--- config.mk ---
export PLATFORM = sky130hd
export DESIGN_NAME = hamming_rx_sched
export DESIGN_NICKNAME = d
export VERILOG_FILES = /design/src/rtl/hamming_pkg.sv /design/src/rtl/hamming_rx_sched_syndrome_calc.sv /design/src/rtl/hamming_rx_sched.sv
export SDC_FILE = /design/constraint.sdc
export NUM_CORES = 1
export LEC_CHECK = 0
export CAP_MARGIN = 20
export CORE_MARGIN = 1.5
export CORE_UTILIZATION = 30
export CTS_CLUSTER_DIAMETER = 60
export CTS_CLUSTER_SIZE = 28
export DETAILED_ROUTE_END_ITERATION = 8
export PLACE_DENSITY = 0.66
export SETUP_SLACK_MARGIN = 0.5
export SYNTH_ARGS = -nofsm -noshare
export SYNTH_HDL_FRONTEND = slang
export SYNTH_SLANG_ARGS = --single-unit
export TNS_END_PERCENT = 50
--- constraint.sdc ---
create_clock -name clk -period 1.7 [get_ports clk]
set_input_delay 0.34 -clock clk [delete_from_list [all_inputs] [get_ports clk]]
set_output_delay 0.34 -clock clk [all_outputs]
set_load 0.02 [all_outputs]
--- src/rtl/hamming_pkg.sv ---
`default_nettype none
// +----------------------------------------------------------------------------+
// | hamming_pkg                                                                |
// | Shared Hamming(7,4) constants, source tag type and correction helper.      |
// | Rev 1.0                                                                    |
// +----------------------------------------------------------------------------+
package hamming_pkg;

    localparam int CW_W   = 7;
    localparam int DATA_W = 4;
    localparam int SYN_W  = 3;

    // Row j produces syndrome bit j, so the syndrome reads as the 1-based error position.
    localparam logic [SYN_W-1:0][CW_W-1:0] H_MATRIX = {7'b1111000, 7'b1100110, 7'b1010101};

    // Codeword bit feeding each data bit, MSB first: {cw[6], cw[5], cw[4], cw[2]}.
    localparam logic [DATA_W-1:0][2:0] DATA_POS = {3'd6, 3'd5, 3'd4, 3'd2};

    typedef enum logic {
        SRC_A = 1'b0,
        SRC_B = 1'b1
    } src_t;

    function automatic logic [CW_W-1:0] flip_mask(input logic [SYN_W-1:0] syn);
        flip_mask = '0;
        for (int i = 0; i < CW_W; i++) begin
            if (syn == SYN_W'(i + 1)) begin
                flip_mask[i] = 1'b1;
            end
        end
    endfunction

endpackage
`default_nettype wire

--- src/rtl/hamming_rx_sched_syndrome_calc.sv ---
`default_nettype none
// +----------------------------------------------------------------------------+
// | syndrome_calc                                                              |
// | Combinational mod-2 product of the parity-check matrix and a codeword.     |
// | Rev 1.0                                                                    |
// +----------------------------------------------------------------------------+
module syndrome_calc
    import hamming_pkg::*;
#(
    parameter logic [SYN_W-1:0][CW_W-1:0] H = H_MATRIX
) (
    input  logic [CW_W-1:0]  cw,
    output logic [SYN_W-1:0] syn
);

    generate
        for (genvar j = 0; j < SYN_W; j++) begin : g_row
            assign syn[j] = ^(H[j] & cw);
        end
    endgenerate

endmodule
`default_nettype wire

--- src/rtl/hamming_rx_sched.sv ---
`default_nettype none
// +----------------------------------------------------------------------------+
// | hamming_rx_sched                                                           |
// | Two-requester round-robin front end feeding a shared two-stage Hamming(7,4)|
// | correction pipeline with a saturating corrected-word counter.              |
// | Rev 1.0                                                                    |
// +----------------------------------------------------------------------------+
module hamming_rx_sched
    import hamming_pkg::*;
#(
    parameter int                          CNT_W = 16,
    parameter logic [SYN_W-1:0][CW_W-1:0]  H     = H_MATRIX
) (
    input  logic              clk,
    input  logic              rst,
    input  logic              a_valid,
    input  logic [CW_W-1:0]   a_cw,
    output logic              a_ready,
    input  logic              b_valid,
    input  logic [CW_W-1:0]   b_cw,
    output logic              b_ready,
    output logic              out_valid,
    input  logic              out_ready,
    output logic [DATA_W-1:0] out_data,
    output logic              out_src,
    output logic [SYN_W-1:0]  out_syn,
    output logic              out_corr,
    output logic [CNT_W-1:0]  err_count
);

    src_t              r_last;
    logic              r_s1_valid;
    logic [CW_W-1:0]   r_s1_cw;
    src_t              r_s1_src;

    logic              w_grant_a;
    logic              w_grant_b;
    logic              w_s1_ready;
    logic              w_s2_ready;
    logic              w_acc_a;
    logic              w_acc_b;
    logic              w_load_s2;
    logic [SYN_W-1:0]  w_syn;
    logic [CW_W-1:0]   w_fixed;
    logic [DATA_W-1:0] w_data;

    // On a tie the requester that did not win last time gets the slot.
    assign w_grant_b  = b_valid & (~a_valid | (r_last == SRC_A));
    assign w_grant_a  = a_valid & ~w_grant_b;

    assign w_s2_ready = ~out_valid | out_ready;
    assign w_s1_ready = ~r_s1_valid | w_s2_ready;

    assign a_ready    = w_grant_a & w_s1_ready;
    assign b_ready    = w_grant_b & w_s1_ready;
    assign w_acc_a    = a_valid & a_ready;
    assign w_acc_b    = b_valid & b_ready;
    assign w_load_s2  = r_s1_valid & w_s2_ready;

    always_ff @(posedge clk or posedge rst) begin
        if (rst) begin
            r_last     <= SRC_B;
            r_s1_valid <= 1'b0;
            r_s1_cw    <= '0;
            r_s1_src   <= SRC_A;
        end else begin
            if (w_acc_a) begin
                r_last <= SRC_A;
            end else if (w_acc_b) begin
                r_last <= SRC_B;
            end
            if (w_s1_ready) begin
                r_s1_valid <= w_acc_a | w_acc_b;
                if (w_acc_b) begin
                    r_s1_cw  <= b_cw;
                    r_s1_src <= SRC_B;
                end else if (w_acc_a) begin
                    r_s1_cw  <= a_cw;
                    r_s1_src <= SRC_A;
                end
            end
        end
    end

    syndrome_calc #(
        .H   (H)
    ) u_syndrome_calc (
        .cw  (r_s1_cw),
        .syn (w_syn)
    );

    assign w_fixed = r_s1_cw ^ flip_mask(w_syn);

    generate
        for (genvar k = 0; k < DATA_W; k++) begin : g_data
            assign w_data[k] = w_fixed[DATA_POS[k]];
        end
    endgenerate

    always_ff @(posedge clk or posedge rst) begin
        if (rst) begin
            out_valid <= 1'b0;
            out_data  <= '0;
            out_src   <= 1'b0;
            out_syn   <= '0;
            out_corr  <= 1'b0;
            err_count <= '0;
        end else begin
            if (w_s2_ready) begin
                out_valid <= r_s1_valid;
            end
            if (w_load_s2) begin
                out_data <= w_data;
                out_src  <= r_s1_src;
                out_syn  <= w_syn;
                out_corr <= |w_syn;
            end
            // Count on the consumer handshake so a stalled word is counted once.
            if (out_valid & out_ready & out_corr & ~&err_count) begin
                err_count <= err_count + 1'b1;
            end
        end
    end

endmodule
`default_nettype wire

Yosys cells after proc, flatten, opt, wreduce, memory -nomap -nowiden. Index checks and enable logic that the tools add are counted.

Flip-flop bits (word level): 36. Latch bits: 0. RAM bits: 0. Memory bits (read-only): 0. Input bits: 19. Output and inout port bits: 28. Logic and storage cells: 59. Memories: 0.

$add $sub $neg: 1. Multipliers: 0. Divide/modulo/power cells: 0. Order comparisons: 0. Equality and inequality tests: 7. Shift operators: 0. Muxes and demuxes: 13. Bitwise logic cells: 20. Reductions and logical operators: 8.

Operator list (count): $reduce_xor A7 Y1 (3); $add A16 B1 Y16 const B (1); $reduce_and A16 Y1 (1); $mux W7 (2); $eq A3 B3 Y1 const B (4); $mux W1 (11); $and A1 B1 Y1 (10); $xor A7 B7 Y7 (1); $eq A3 B2 Y1 const B (2); $not A1 Y1 (5); $or A1 B1 Y1 (4); $eq A3 B1 Y1 const B (1); $reduce_or A3 Y1 (1); $reduce_and A2 Y1 (1); $reduce_bool A2 Y1 (1); $logic_not A1 Y1 (1).

Longest topological paths before layout. Gate-level depths: netlist of the first run.

Depth in word-level cells: 9. Mapped depth: 6. Depth with buffers taken out: 5.

Cells and area by module. Synthesis of the first run repeated with hierarchy kept, for this count alone.

Cell total of the unflattened synthesis: 169. Area, all modules: 1776.7 µm².

By module, submodules not included: hamming_rx_sched (times used 1, cells each 161, area an instance 1706.6 µm², sequential area each 902.1 µm²); syndrome_calc (times used 1, cells each 8, area an instance 70.1 µm², sequential area each 0.0 µm²).

Least setup slack after synthesis of the first run. Ideal clock, no wire load.

Kind: register to register. Start: reg err_count[12]. End: reg err_count[1]. Library setup time: 0.125 ns. Arrival: 1.581 ns. Required time: 1.575 ns. Slack: -0.005 ns. Cell stages (with the launch flop): 6. Buffers on the path: 1. Clock period less this slack: 1.705 ns. Cell sequence: dfrtp_1 -> and3_1 -> nand4_2 -> o31a_1 -> buf_2 -> mux2_2.

Longest elaborated chain between the ends: 3.

RTL lines: start, declared (RTL line hamming_rx_sched.sv:28) `output logic [CNT_W-1:0] err_count`; start signal, assigned (RTL line hamming_rx_sched.sv:120) `err_count <= err_count + 1'b1;`; $reduce_and A16 Y1 (RTL line hamming_rx_sched.sv:119) `if (out_valid & out_ready & out_corr & ~&err_count) begin`; $logic_not A1 Y1 (RTL line hamming_rx_sched.sv:119); $and A1 B1 Y1 (RTL line hamming_rx_sched.sv:119).

No other way between the ends. A chain may end at the register's enable or synchronous reset.

Worst setup path in the final report of the first run.
Start: reg r_last. End: out a_ready.

Longest elaborated chain between the ends: 6.

RTL lines: start, declared (RTL line hamming_rx_sched.sv:31) `src_t r_last;`; start signal, assigned (RTL line hamming_rx_sched.sv:62) `r_last <= SRC_B;`; start signal, assigned (RTL line hamming_rx_sched.sv:68) `r_last <= SRC_A;`; start signal, assigned (RTL line hamming_rx_sched.sv:70) `r_last <= SRC_B;`; $not A1 Y1 (RTL line hamming_rx_sched.sv:48) `assign w_grant_b = b_valid & (~a_valid | (r_last == SRC_A));`; $or A1 B1 Y1 (RTL line hamming_rx_sched.sv:48); $and A1 B1 Y1 (RTL line hamming_rx_sched.sv:48); $not A1 Y1 (RTL line hamming_rx_sched.sv:49) `assign w_grant_a = a_valid & ~w_grant_b;`; $and A1 B1 Y1 (RTL line hamming_rx_sched.sv:49); $and A1 B1 Y1 (RTL line hamming_rx_sched.sv:54) `assign a_ready = w_grant_a & w_s1_ready;`; end, declared (RTL line hamming_rx_sched.sv:18) `output logic a_ready,`.

No other way between the ends.

==> results.md, run 1 <==
Detailed routing:
- In the routed layout, each cell is associated on average with a via count of 4.52.
- After detailed routing, the total wire length is 4060 um.
- The met2 wire length is 1950 um.
- Detailed routing inserted a total of 1482 vias.
- The uppermost layer routed is met4.
- Detailed routing placed a total of 189 um of wire on met3.
- The count of nets left with antenna violations once routing finished came out at 0.
- The routed metal-1 wire length is 1830 um.
- After detailed routing, the number of remaining DRC violations is 0.
- After the first detailed-routing iteration, the DRC count stood at 34.
- In the final routed layout, each cell accounts on average for 12.4 um.
- The number of search-and-repair iterations in the first detailed-routing pass is 4.

Logic synthesis:
- The Yosys step of the flow raised 0 warnings.
- After synthesis, the cell types taking the most area are sky130_fd_sc_hd__dfrtp_1 52%, sky130_fd_sc_hd__xnor2_1 12%, sky130_fd_sc_hd__mux2i_1 4.2%.
- A synthesized cell averages 10.8 um^2.
- The number of nets handed over by synthesis was 175.
- The number of library cell types mapped by synthesis is 34.
- In the synthesized netlist, the number of instances is 155.
- The netlist area before placement is 1680 um^2.
- Summing the sequential cell areas from Yosys gives 53.8% of the chip area.
- The share of Yosys cell area claimed by the top area cell type is 52.2%.
- The flip-flop and latch count after synthesis is 36.
- The library cell with the largest summed area after synthesis is sky130_fd_sc_hd__dfrtp_1.

Finish:
- The post-synthesis to final-layout area growth is 77.5%.
- Of the cells placed in the final design, the portion with a size suffix greater than 1 is 57.4%.
- At the end of the flow, the number of nets in the layout was 275.
- The non-filler instance count after layout is 328.
- The post-route cell area is 2980 um^2.
- At the end of the flow the core is filled with cells to 54.7%.
- The most common cell after layout, fill and taps aside is sky130_fd_sc_hd__buf_4.
- Leaving out fill and tap cells, the most frequent cells in the layout are 37 x sky130_fd_sc_hd__buf_4, 21 x sky130_fd_sc_hd__buf_6, 20 x sky130_fd_sc_hd__dfrtp_2, 17 x sky130_fd_sc_hd__buf_2.
- 0 antenna diodes ended up in the layout.

Floorplan:
- The die area is 6050 um^2.
- The initial utilization of the core area, before any placement, comes to 30.8%.
- Pin placement for this block handled 47 I/O pins.
- The die is 77.8 um wide.
- Measured along the y axis, the die boundary spans 77.8 um.
- After floorplanning, the core was divided into 27 placement rows.
- The placeable core area is 5440 um^2.

Timing:
- The final critical delay including setup and external delays is 1.56 ns.
- The post-route clock skew is 0.00525 ns.
- Setup repair after global routing could not meet its margin everywhere.
- The worst slew margin relative to its limit is 78.6%.
- For the pin with the worst max-slew slack, the measured transition is 0.320 ns.
- Based on the critical path, the design can be clocked at up to 0.641 GHz.
- Setup violations remaining at the end of the flow were counted as 0.
- The count of pins over their slew limit is 0.
- The worst path uses 91.8% of the clock period.
- The number of failing hold endpoints at the final stage is 0.

Place:
- The instance count after placement with tap cells included is 285.
- The placement-stage cell area is 2470 um^2.
- Routability-driven placement finished with a final weighted congestion of 0.813.
- After legalization and detailed placement, the total HPWL measured 2550 um.
- The count of buffers added on input and output ports is 46.

Global route:
- For this run, the total global-route usage over all layers was measured as 13.5%.
- The number of antenna violations at the first check in global routing is 0.
- The number of global-route vias before repair came to 1347.
- The residual overflow from global routing is 0.
- The first-pass GRT wire length is 6290 um.
- The maximum number of pins on one net before global-route repair is 37.

Flow run:
- The max-cap check violation count is 0.

Clock network:
- Counting along the longest clock path gives a buffer depth of 2.
- The clock tree from TritonCTS is built.
- Clock tree synthesis inserted a total of 5 buffers.
- Clock-pin slew was measured on the worst setup and hold paths at 0.07 ns.
- CTS placed an instance of sky130_fd_sc_hd__clkbuf_8 at the clock tree root.
- The later-pin clock latency in the skew report is 0.29 ns.
- The CTS H-tree depth is 2.
- The total number of clock tree sinks is 36.

Power:
- The analysis attributes to net switching a power of 1.35 mW.
- The share of total power consumed by net switching is 35.8%.
- Power spread over the standard cell area amounts to 1270 nW/um^2.
- The internal power contribution is 2.42 mW.
- The share of total power in sequential cells is 33.8%.
- Of the total power, the clock network draws 16.7%.
- For this design the static power due to leakage is 1.36 nW.
- The share of total power dissipated in combinational logic is 49.5%.
- The worst-case IR drop observed on VDD is 0.599 mV.

Status:
- The flow ran to the end, and the final reports show no timing, DRC or antenna violations.

Worst setup path:
- The kind of start point of the critical path is a flop.
- In this run the critical register-to-register path is launched from r_s1_cw[6].
- The worst endpoint required time is 1.36 ns.
- The startpoint-to-endpoint class of the critical path is reg2out.
- The largest fanout on the critical path is 2.
- For the worst setup path, the data arrival time is 1.22 ns.
- The launching instance or port of the critical path is r_last.
- The worst setup path is captured at a primary output.

Min path:
- The startpoint identified for the worst hold timing path is b_valid.
- In this run the worst hold path is classified as in2reg.
[through the flow]
stage | setup TNS [ns] | setup slack (ns) | power [mW] | hold WS, ns
after floorplan | 0 | 0.149 | 2.16 | 0.439
after global placement | -2.49 | -0.498 | 2.71 | 0.452
after detailed placement | -2.72 | -0.499 | 2.74 | 0.460
after CTS | 0 | 0.114 | 3.38 | 0.379
after global routing | 0 | 0.0766 | 4.01 | 0.410
final | 0 | 0.140 | 3.77 | 0.386
[worst paths after layout]
path	cells past startpoint	slack, ns	endpoint
max reg2reg	6	0.15	out_data[2]
max	4	0.14	a_ready
min reg2reg	1	0.47	err_count[9]
min in group asynchronous	3	0.40	err_count[7]
min	3	0.39	r_s1_valid
max in group asynchronous	3	1.04	r_last
[synth_stat cells, drive strengths merged]
| cell | number |
|---|---|
| dfrtp | 35 |
| xnor2 | 24 |
| nand2 | 18 |
| nor2 | 10 |
| a21oi | 8 |
| nand3 | 8 |
| mux2i | 7 |
| o21ai | 7 |
| and3 | 6 |
| nand4 | 4 |
| nor3b | 3 |
| clkbuf | 2 |
| inv | 2 |
| mux2 | 2 |
| nand2b | 2 |
| xor2 | 2 |
| a21boi | 1 |
| a21o | 1 |
| a31oi | 1 |
| a41oi | 1 |
| and4 | 1 |
| buf | 1 |
| dfstp | 1 |
| ha | 1 |
| nand3b | 1 |
| nand4b | 1 |
| nor2b | 1 |
| nor3 | 1 |
| o211ai | 1 |
| o21a | 1 |
| o31a | 1 |
[critical path, stage by stage, from the launching register on]
cell                       delay (ns)
sky130_fd_sc_hd__dfstp_2         0.55
sky130_fd_sc_hd__a21boi_2        0.06
sky130_fd_sc_hd__buf_4           0.14
sky130_fd_sc_hd__nor2_4          0.07
sky130_fd_sc_hd__buf_6           0.12
[sequential cells by signal, indices dropped and copies added, names as in the netlist]
signal	cells
err_count	16
r_s1_cw	7
out_data	4
out_syn	3
out_corr	1
out_src	1
out_valid	1
r_last	1
r_s1_src	1
r_s1_valid	1
[layout make-up]
class / instances / area, um^2
fillers: 494 / 2460
multi-input cells: 114 / 1030
flip-flops and latches: 36 / 927
clock buffers: 8 / 90.1
well taps: 72 / 90.1
repair buffers: 96 / 831
inverters: 2 / 12.5
[cells by family after synthesis]
group                    count (synthesis)  share of synthesized area (%)
adder cells (fa/ha/maj)                  1                          0.746
flip-flops                              36                           53.8
buffers and inverters                    5                           1.19
XOR/XNOR                                26                           14.0
multiplexers                             9                           5.52
AO/OA/AOI/OAI                           22                           7.69
AND/OR/NAND/NOR                         56                           17.0
[power groups by stage]
stage	combinational (mW)	clock, mW	sequential, mW
finish	1.87	0.631	1.28
global route	2.01	0.692	1.31
CTS	1.45	0.650	1.28
detailed placement	1.44	0	1.30
global placement	1.42	0	1.30
floorplan	0.671	0	1.49
[per-layer routing]
layer | up-vias | global-route usage, %
met5 | - | 0
met4 | 0 | 7.09
met3 | 8 | 4.47
met2 | 33 | 19.3
met1 | 706 | 17.8
li1 | 735 | -
[what timing repair did]
item	in CTS	in global routing
setup buffers	13	22
pin swaps	10	29
endpoints found under the setup margin	62	59
gates resized for setup	150	35
hold buffers	0	0
Note: power is estimated with default switching activity, not from simulation.
==> run 2, diff against run 1 <==
CTS_CLUSTER_DIAMETER = unset   (was 60)
==> results of run 2 <==
No change in the layout: final DEF, timing and power equal those of run 1.
==> run 3, diff against run 2 <==
CAP_MARGIN = unset   (was 20)
==> results of run 3 <==
No change in the layout: final DEF, timing and power equal those of run 1.
